--- config.mk ---
export PLATFORM = sky130hd
export DESIGN_NAME = uart_tx_fifo_reader
export DESIGN_NICKNAME = d
export VERILOG_FILES = /design/src/rtl/uart_tx_fifo_reader.sv
export SDC_FILE = /design/constraint.sdc
export NUM_CORES = 1
export LEC_CHECK = 0
export ABC_AREA = 1
export CAP_MARGIN = 30
export CELL_PAD_IN_SITES_DETAIL_PLACEMENT = 1
export CELL_PAD_IN_SITES_GLOBAL_PLACEMENT = 1
export CORE_MARGIN = 2
export CORE_UTILIZATION = 35
export DETAILED_ROUTE_END_ITERATION = 12
export MAX_ROUTING_LAYER = met4
export PLACE_DENSITY_LB_ADDON = 0.2
export SLEW_MARGIN = 20
export SYNTH_ARGS = -nofsm -noshare
export SYNTH_HDL_FRONTEND = slang
export SYNTH_SLANG_ARGS = --single-unit
--- constraint.sdc ---
create_clock -name rd_clk -period 3.7 [get_ports rd_clk]
set_clock_uncertainty 0.15 [all_clocks]
set_input_delay 0.74 -clock rd_clk [delete_from_list [all_inputs] [get_ports rd_clk]]
set_output_delay 0.74 -clock rd_clk [all_outputs]
set_load 0.1 [all_outputs]
--- src/rtl/uart_tx_fifo_reader.sv ---
`default_nettype none
// ============================================================================
// Module   : uart_tx_fifo_reader
// Function : Pops words from a show-ahead TX FIFO and serialises them as UART
//            frames (start, LSB-first data, optional parity, 1-2 stop bits).
// Revision : 1.0
// ============================================================================
module uart_tx_fifo_reader #(
    parameter int WIDTH        = 8,
    parameter int CLKS_PER_BIT = 16,
    parameter int PARITY_EN    = 0,
    parameter int PARITY_ODD   = 0,
    parameter int STOP_BITS    = 1
) (
    input  logic             rd_clk,
    input  logic             rst,
    input  logic             tx_enable,
    input  logic             fifo_empty,
    input  logic [WIDTH-1:0] fifo_rdata,
    output logic             fifo_rd_en,
    output logic             tx,
    output logic             busy,
    output logic             tx_done
);

    localparam int c_BAUD_W = (CLKS_PER_BIT > 1) ? $clog2(CLKS_PER_BIT) : 1;
    localparam int c_BIT_W  = $clog2(WIDTH + 1);

    localparam logic [c_BAUD_W-1:0] c_LAST_BAUD = c_BAUD_W'(CLKS_PER_BIT - 1);
    localparam logic [c_BIT_W-1:0]  c_LAST_DATA = c_BIT_W'(WIDTH - 1);
    localparam logic [c_BIT_W-1:0]  c_LAST_STOP = c_BIT_W'(STOP_BITS - 1);
    localparam logic                c_PAR_EN    = (PARITY_EN != 0);
    localparam logic                c_PAR_ODD   = (PARITY_ODD != 0);

    typedef enum logic [2:0] {
        S_IDLE   = 3'd0,
        S_START  = 3'd1,
        S_DATA   = 3'd2,
        S_PARITY = 3'd3,
        S_STOP   = 3'd4
    } state_t;

    state_t              r_state_q,  w_state_d;
    logic [c_BAUD_W-1:0] r_baud_q,   w_baud_d;
    logic [c_BIT_W-1:0]  r_bit_q,    w_bit_d;
    logic [WIDTH-1:0]    r_shift_q,  w_shift_d;
    logic                r_parity_q, w_parity_d;
    logic                r_tx_q,     w_tx_d;
    logic                r_busy_q,   w_busy_d;
    logic                r_done_q,   w_done_d;

    logic w_bit_end;
    logic w_can_load;
    logic w_pop;
    logic w_load;

    assign w_bit_end  = (r_baud_q == c_LAST_BAUD);
    // A new word may be taken when idle or in the very last stop-bit cycle.
    assign w_can_load = (r_state_q == S_IDLE) ||
                        ((r_state_q == S_STOP) && w_bit_end && (r_bit_q == c_LAST_STOP));
    assign w_pop      = w_can_load && tx_enable && !fifo_empty && !rst;

    always_comb begin
        w_state_d  = r_state_q;
        w_baud_d   = r_baud_q + c_BAUD_W'(1);
        w_bit_d    = r_bit_q;
        w_shift_d  = r_shift_q;
        w_parity_d = r_parity_q;
        w_load     = 1'b0;

        case (r_state_q)
            S_IDLE: begin
                w_baud_d = '0;
                w_load   = w_pop;
            end
            S_START: begin
                if (w_bit_end) begin
                    w_state_d = S_DATA;
                    w_baud_d  = '0;
                    w_bit_d   = '0;
                end
            end
            S_DATA: begin
                if (w_bit_end) begin
                    w_baud_d  = '0;
                    w_shift_d = r_shift_q >> 1;
                    if (r_bit_q == c_LAST_DATA) begin
                        w_bit_d   = '0;
                        w_state_d = c_PAR_EN ? S_PARITY : S_STOP;
                    end else begin
                        w_bit_d = r_bit_q + c_BIT_W'(1);
                    end
                end
            end
            S_PARITY: begin
                if (w_bit_end) begin
                    w_state_d = S_STOP;
                    w_baud_d  = '0;
                    w_bit_d   = '0;
                end
            end
            S_STOP: begin
                if (w_bit_end) begin
                    w_baud_d = '0;
                    if (r_bit_q == c_LAST_STOP) begin
                        w_bit_d   = '0;
                        w_state_d = S_IDLE;
                        w_load    = w_pop;
                    end else begin
                        w_bit_d = r_bit_q + c_BIT_W'(1);
                    end
                end
            end
            default: begin
                w_state_d = S_IDLE;
                w_baud_d  = '0;
                w_bit_d   = '0;
            end
        endcase

        if (w_load) begin
            w_state_d  = S_START;
            w_baud_d   = '0;
            w_bit_d    = '0;
            w_shift_d  = fifo_rdata;
            w_parity_d = (^fifo_rdata) ^ c_PAR_ODD;
        end

        // Outputs are registered copies of what the next state drives.
        case (w_state_d)
            S_START:  w_tx_d = 1'b0;
            S_DATA:   w_tx_d = w_shift_d[0];
            S_PARITY: w_tx_d = w_parity_d;
            default:  w_tx_d = 1'b1;
        endcase
        w_busy_d = (w_state_d != S_IDLE);
        w_done_d = (w_state_d == S_STOP) && (w_baud_d == c_LAST_BAUD) &&
                   (w_bit_d == c_LAST_STOP);
    end

    always_ff @(posedge rd_clk) begin
        if (rst) begin
            r_state_q  <= S_IDLE;
            r_baud_q   <= '0;
            r_bit_q    <= '0;
            r_shift_q  <= '0;
            r_parity_q <= 1'b0;
            r_tx_q     <= 1'b1;
            r_busy_q   <= 1'b0;
            r_done_q   <= 1'b0;
        end else begin
            r_state_q  <= w_state_d;
            r_baud_q   <= w_baud_d;
            r_bit_q    <= w_bit_d;
            r_shift_q  <= w_shift_d;
            r_parity_q <= w_parity_d;
            r_tx_q     <= w_tx_d;
            r_busy_q   <= w_busy_d;
            r_done_q   <= w_done_d;
        end
    end

    assign fifo_rd_en = w_pop;
    assign tx         = r_tx_q;
    assign busy       = r_busy_q;
    assign tx_done    = r_done_q;

endmodule
`default_nettype wire

# == Word-level counts from Yosys, hierarchy flattened ==
# Cells that the tools add are included.
# word_totals
register_bits,23
in_bits,12
out_inout_bits,4
word_cells,68
# op_classes
add_sub_neg,2
n_eq_ne,11
muxes,26
n_reduce_logical,20
# op_table
operator,n
$mux 4,9
$mux 8,3
$mux 3,7
$pmux 4 s4,1
$pmux 3 s5,1
$eq 3x2->1 const B,4
$add 4x1->4 const B,2
$eq 4x4->1 const B,2
$logic_not 4->1,2
$reduce_xor 8->1,1
$logic_and 1x1->1,7
$eq 3x1->1 const B,2
$eq 3x3->1 const B,2
$eq 4x3->1 const B,1
$reduce_bool 2->1,2
$reduce_or 4->1,1
$logic_not 3->1,1
$mux 1,3
$pmux 1 s3,1
$reduce_bool 3->1,1
$logic_not 1->1,2
$pmux 1 s2,1
$reduce_and 2->1,1
$reduce_or 2->1,1
$logic_or 1x1->1,1

# == Logic depth before layout (Yosys ltp) ==
# depth
ltp_word,14
depth_mapped,12
depth_no_buf,11

# == Worst setup path after synthesis ==
# OpenSTA, ideal clock, no wires.
# synth_timing
path_type,input-to-output
startpoint,input rst
endpoint,output fifo_rd_en
t_arrival_ps,1533
required_time_ps,2810
slack_ps,1277
path_stages,5
n_path_buf,0
path_cell_list,inv_1 > nand3_1 > nor2_1 > nand2_2 > inv_2
# synth_via
elab_chain_cells,2
# synth_rtl
element,line,rtl
"start, declared",16,"input logic rst,"
$logic_not 1->1,61,assign w_pop = w_can_load && tx_enable && !fifo_empty && !rst;
$logic_and 1x1->1,61,
"end, declared",20,"output logic fifo_rd_en,"
# No other way between the ends.

# == Final worst setup path ==
# Same ends and word-level chain as after synthesis.

==> results.yml <==
run_status:
  outcome: "finished, final reports clean"
clocking:
  cts_tree: "done"
  htree_levels: 1
  cts_buffers: 3
  postCtsResizedCells: 0
  clock_sinks: 23
  clkLatencyLatePin_ps: 260
  cts_hold_buffers: 0
  clkTransAtPathRegs_ps: 80
  cts_setup_buffers: 0
  cts_buffer_depth: 2
  cts-root-buf: "clkbuf_8"
yosys:
  synth_edf_count: 0
  synthCells: 222
  syn_area_mm2: 0.00144
  synth_top_area_cell: "dfxtp_1"
  synthTopCellsByCount: "nand2_1, nand3_1, dfxtp_1"
  synth_top_area_frac: 0.320
  yosysMostFrequentCell: "nand2_1"
  async_flop_share: 0
  synth_warnings: 0
  synthFlopType: "dfxtp_1"
  syn_avg_cell_area_um2: 6.48
  synth_fp_nets: 237
  yosysSeqAreaShare: 0.320
  synth.area.top_cells: "dfxtp_1, nand2_1, nand3_1"
  synth.distinct_cells: 28
  ys_seq_elements: 23
timing:
  maxSlewHeadroom: 0.345
  fin_crit_ps: 2880
  setup_viol: 0
  fmax_ghz: 0.347
  tns_ps: 0
  worstMarginPinSlew_ps: 980
  rsz0062_at_grt: "no"
  finalCritPeriodShare: 0.779
  slew_violations: 0
  hold_viol: 0
detailed_routing:
  wire_per_inst_um: 13.1
  firstDrtPassIters: 6
  drtIter0Drc: 30
  ant_nets: 0
  drcViolationCount: 0
  routed_wl_um: 3770
  vias_per_cell: 4.99
  vias: 1436
floorplan:
  dieArea_mm2: 0.00464
  ios: 16
  core_mm2: 0.00397
  die_w_um: 68.1
  fp.dieH_um: 68.1
  rows: 23
  start_util: 0.362
layout:
  drive_gt1_frac: 0.109
  final_area_mm2: 0.00167
  area_growth_pct: 16.1
  diodes: 0
  fillers: 541
  final_nets: 254
pwr:
  power_frac_comb: 0.160
  power_density_mw_per_mm2: 296
  switching_share: 0.271
  intPower_mw: 0.360
  pwr-share-clk: 0.317
  p_seq_frac: 0.523
  p_leak_nw: 0.761
  p_sw_mw: 0.134
  ir_drop_mv: 0.195
setup_path:
  crit_fanout: 9
  cp-start-kind: "primary input"
  arrival_ps: 1990
  crit_path_end_kind: "primary output"
  crit_type: "in2out"
  crit_required_ps: 2810
place:
  dp_hpwl_um: 3030
  gp_congestion: 0.789
  dpl_cell_area_mm2: 0.00162
  port_buffers: 15
global_routing:
  grt_start_max_net_pins: 21
  grt_pass1_wl_um: 6380
  grt_overflow: 0
  first_global_vias: 1387
  antenna_found_initial: 0
  grt_usage: 0.189
hold_path:
  hold_class: "reg2reg"
run:
  max-cap-violations: 0
[power by group through the flow]
| stage | Clock, mW | Sequential (mW) | Combinational, mW |
|---|---|---|---|
| global route | 0.176 | 0.259 | 0.0897 |
| detailed placement | 0 | 0.264 | 0.0799 |
| CTS | 0.165 | 0.259 | 0.0802 |
| floorplan | 0 | 0.272 | 0.0425 |
| global placement | 0 | 0.264 | 0.0787 |
| finish | 0.157 | 0.258 | 0.0793 |
[final timing paths]
kind | depth (start not counted) | to | startpoint | slack, ps
worst max-delay path | 7 | fifo_rd_en | rst | 820
worst min-delay path | 2 | r_shift_q[2] | r_shift_q[3] | 340
worst max register to register | 11 | tx | r_baud_q[0] | 1670
worst min register to register | 2 | r_shift_q[2] | r_shift_q[3] | 340
[final cells by class]
cell class                 instances  area (um^2)  share of cell area
inverter                          23         87.6              0.0524
tap                               50         62.6              0.0375
clock inverter                     1         5.00             0.00300
multi-input combinational        171          838               0.502
clock buffer                       3         41.3              0.0247
timing repair buffer              17          175               0.105
sequential                        23          460               0.276
[critical path: stages]
cell and delay (ps):
clkdlybuf4s50_1 420, inv_1 220, nand3_1 120, nor2_1 130, nand2_2 80, inv_2 110, buf_12 180
[layer usage]
layer,routed length [um],part of all wire,global-route usage
met5,0,0,-
met3,108,0.029,0.0444
met2,1770,0.47,0.305
met1,1860,0.49,0.240
met4,29,0.0077,0.0400
[through the flow]
step                      hold slack [ps]   util  total power, mW  setup WS (ps)  instances
after floorplan                       305      -            0.315           1280        222
after global placement                321  0.409            0.343            849        284
after detailed placement              326  0.409            0.344            818        284
after CTS                             339  0.421            0.504            812        288
after global routing                  372  0.421            0.525            677        288
final                                 336  0.421            0.494            816        288
[state kept, by name, indices dropped and copies added (netlist names)]
signal,count
tx_done,1
r_state_q,3
r_shift_q,8
busy,1
tx,1
r_bit_q,4
r_baud_q,4
r_parity_q,1
[cell families (layout without fill, tap and decap cells)]
logic type | count (synthesis) | count (layout) | share of synthesized area
AOI/OAI and AO/OA | 26 | 26 | 0.114
xor gates and xnor gates | 4 | 4 | 0.0244
buffers and inverters | 28 | 44 | 0.0974
adders and majority gates | 3 | 3 | 0.0261
and+or+nand+nor | 138 | 138 | 0.418
DFF | 23 | 23 | 0.320
[layout by cell type (no fill, tap or decap), types with 3 or more instances in the layout]
master            n
dfxtp_1          23
inv_2             5
o21ai_2           4
a31oi_1           7
nor2_1           21
inv_1            17
xnor2_1           3
ha_1              3
clkbuf_8          3
clkdlybuf4s50_1  14
nand2_1          78
a21oi_1           4
nand2_2           4
o21ai_0           8
nand3_1          26
Power figures use the tool's default switching activity.
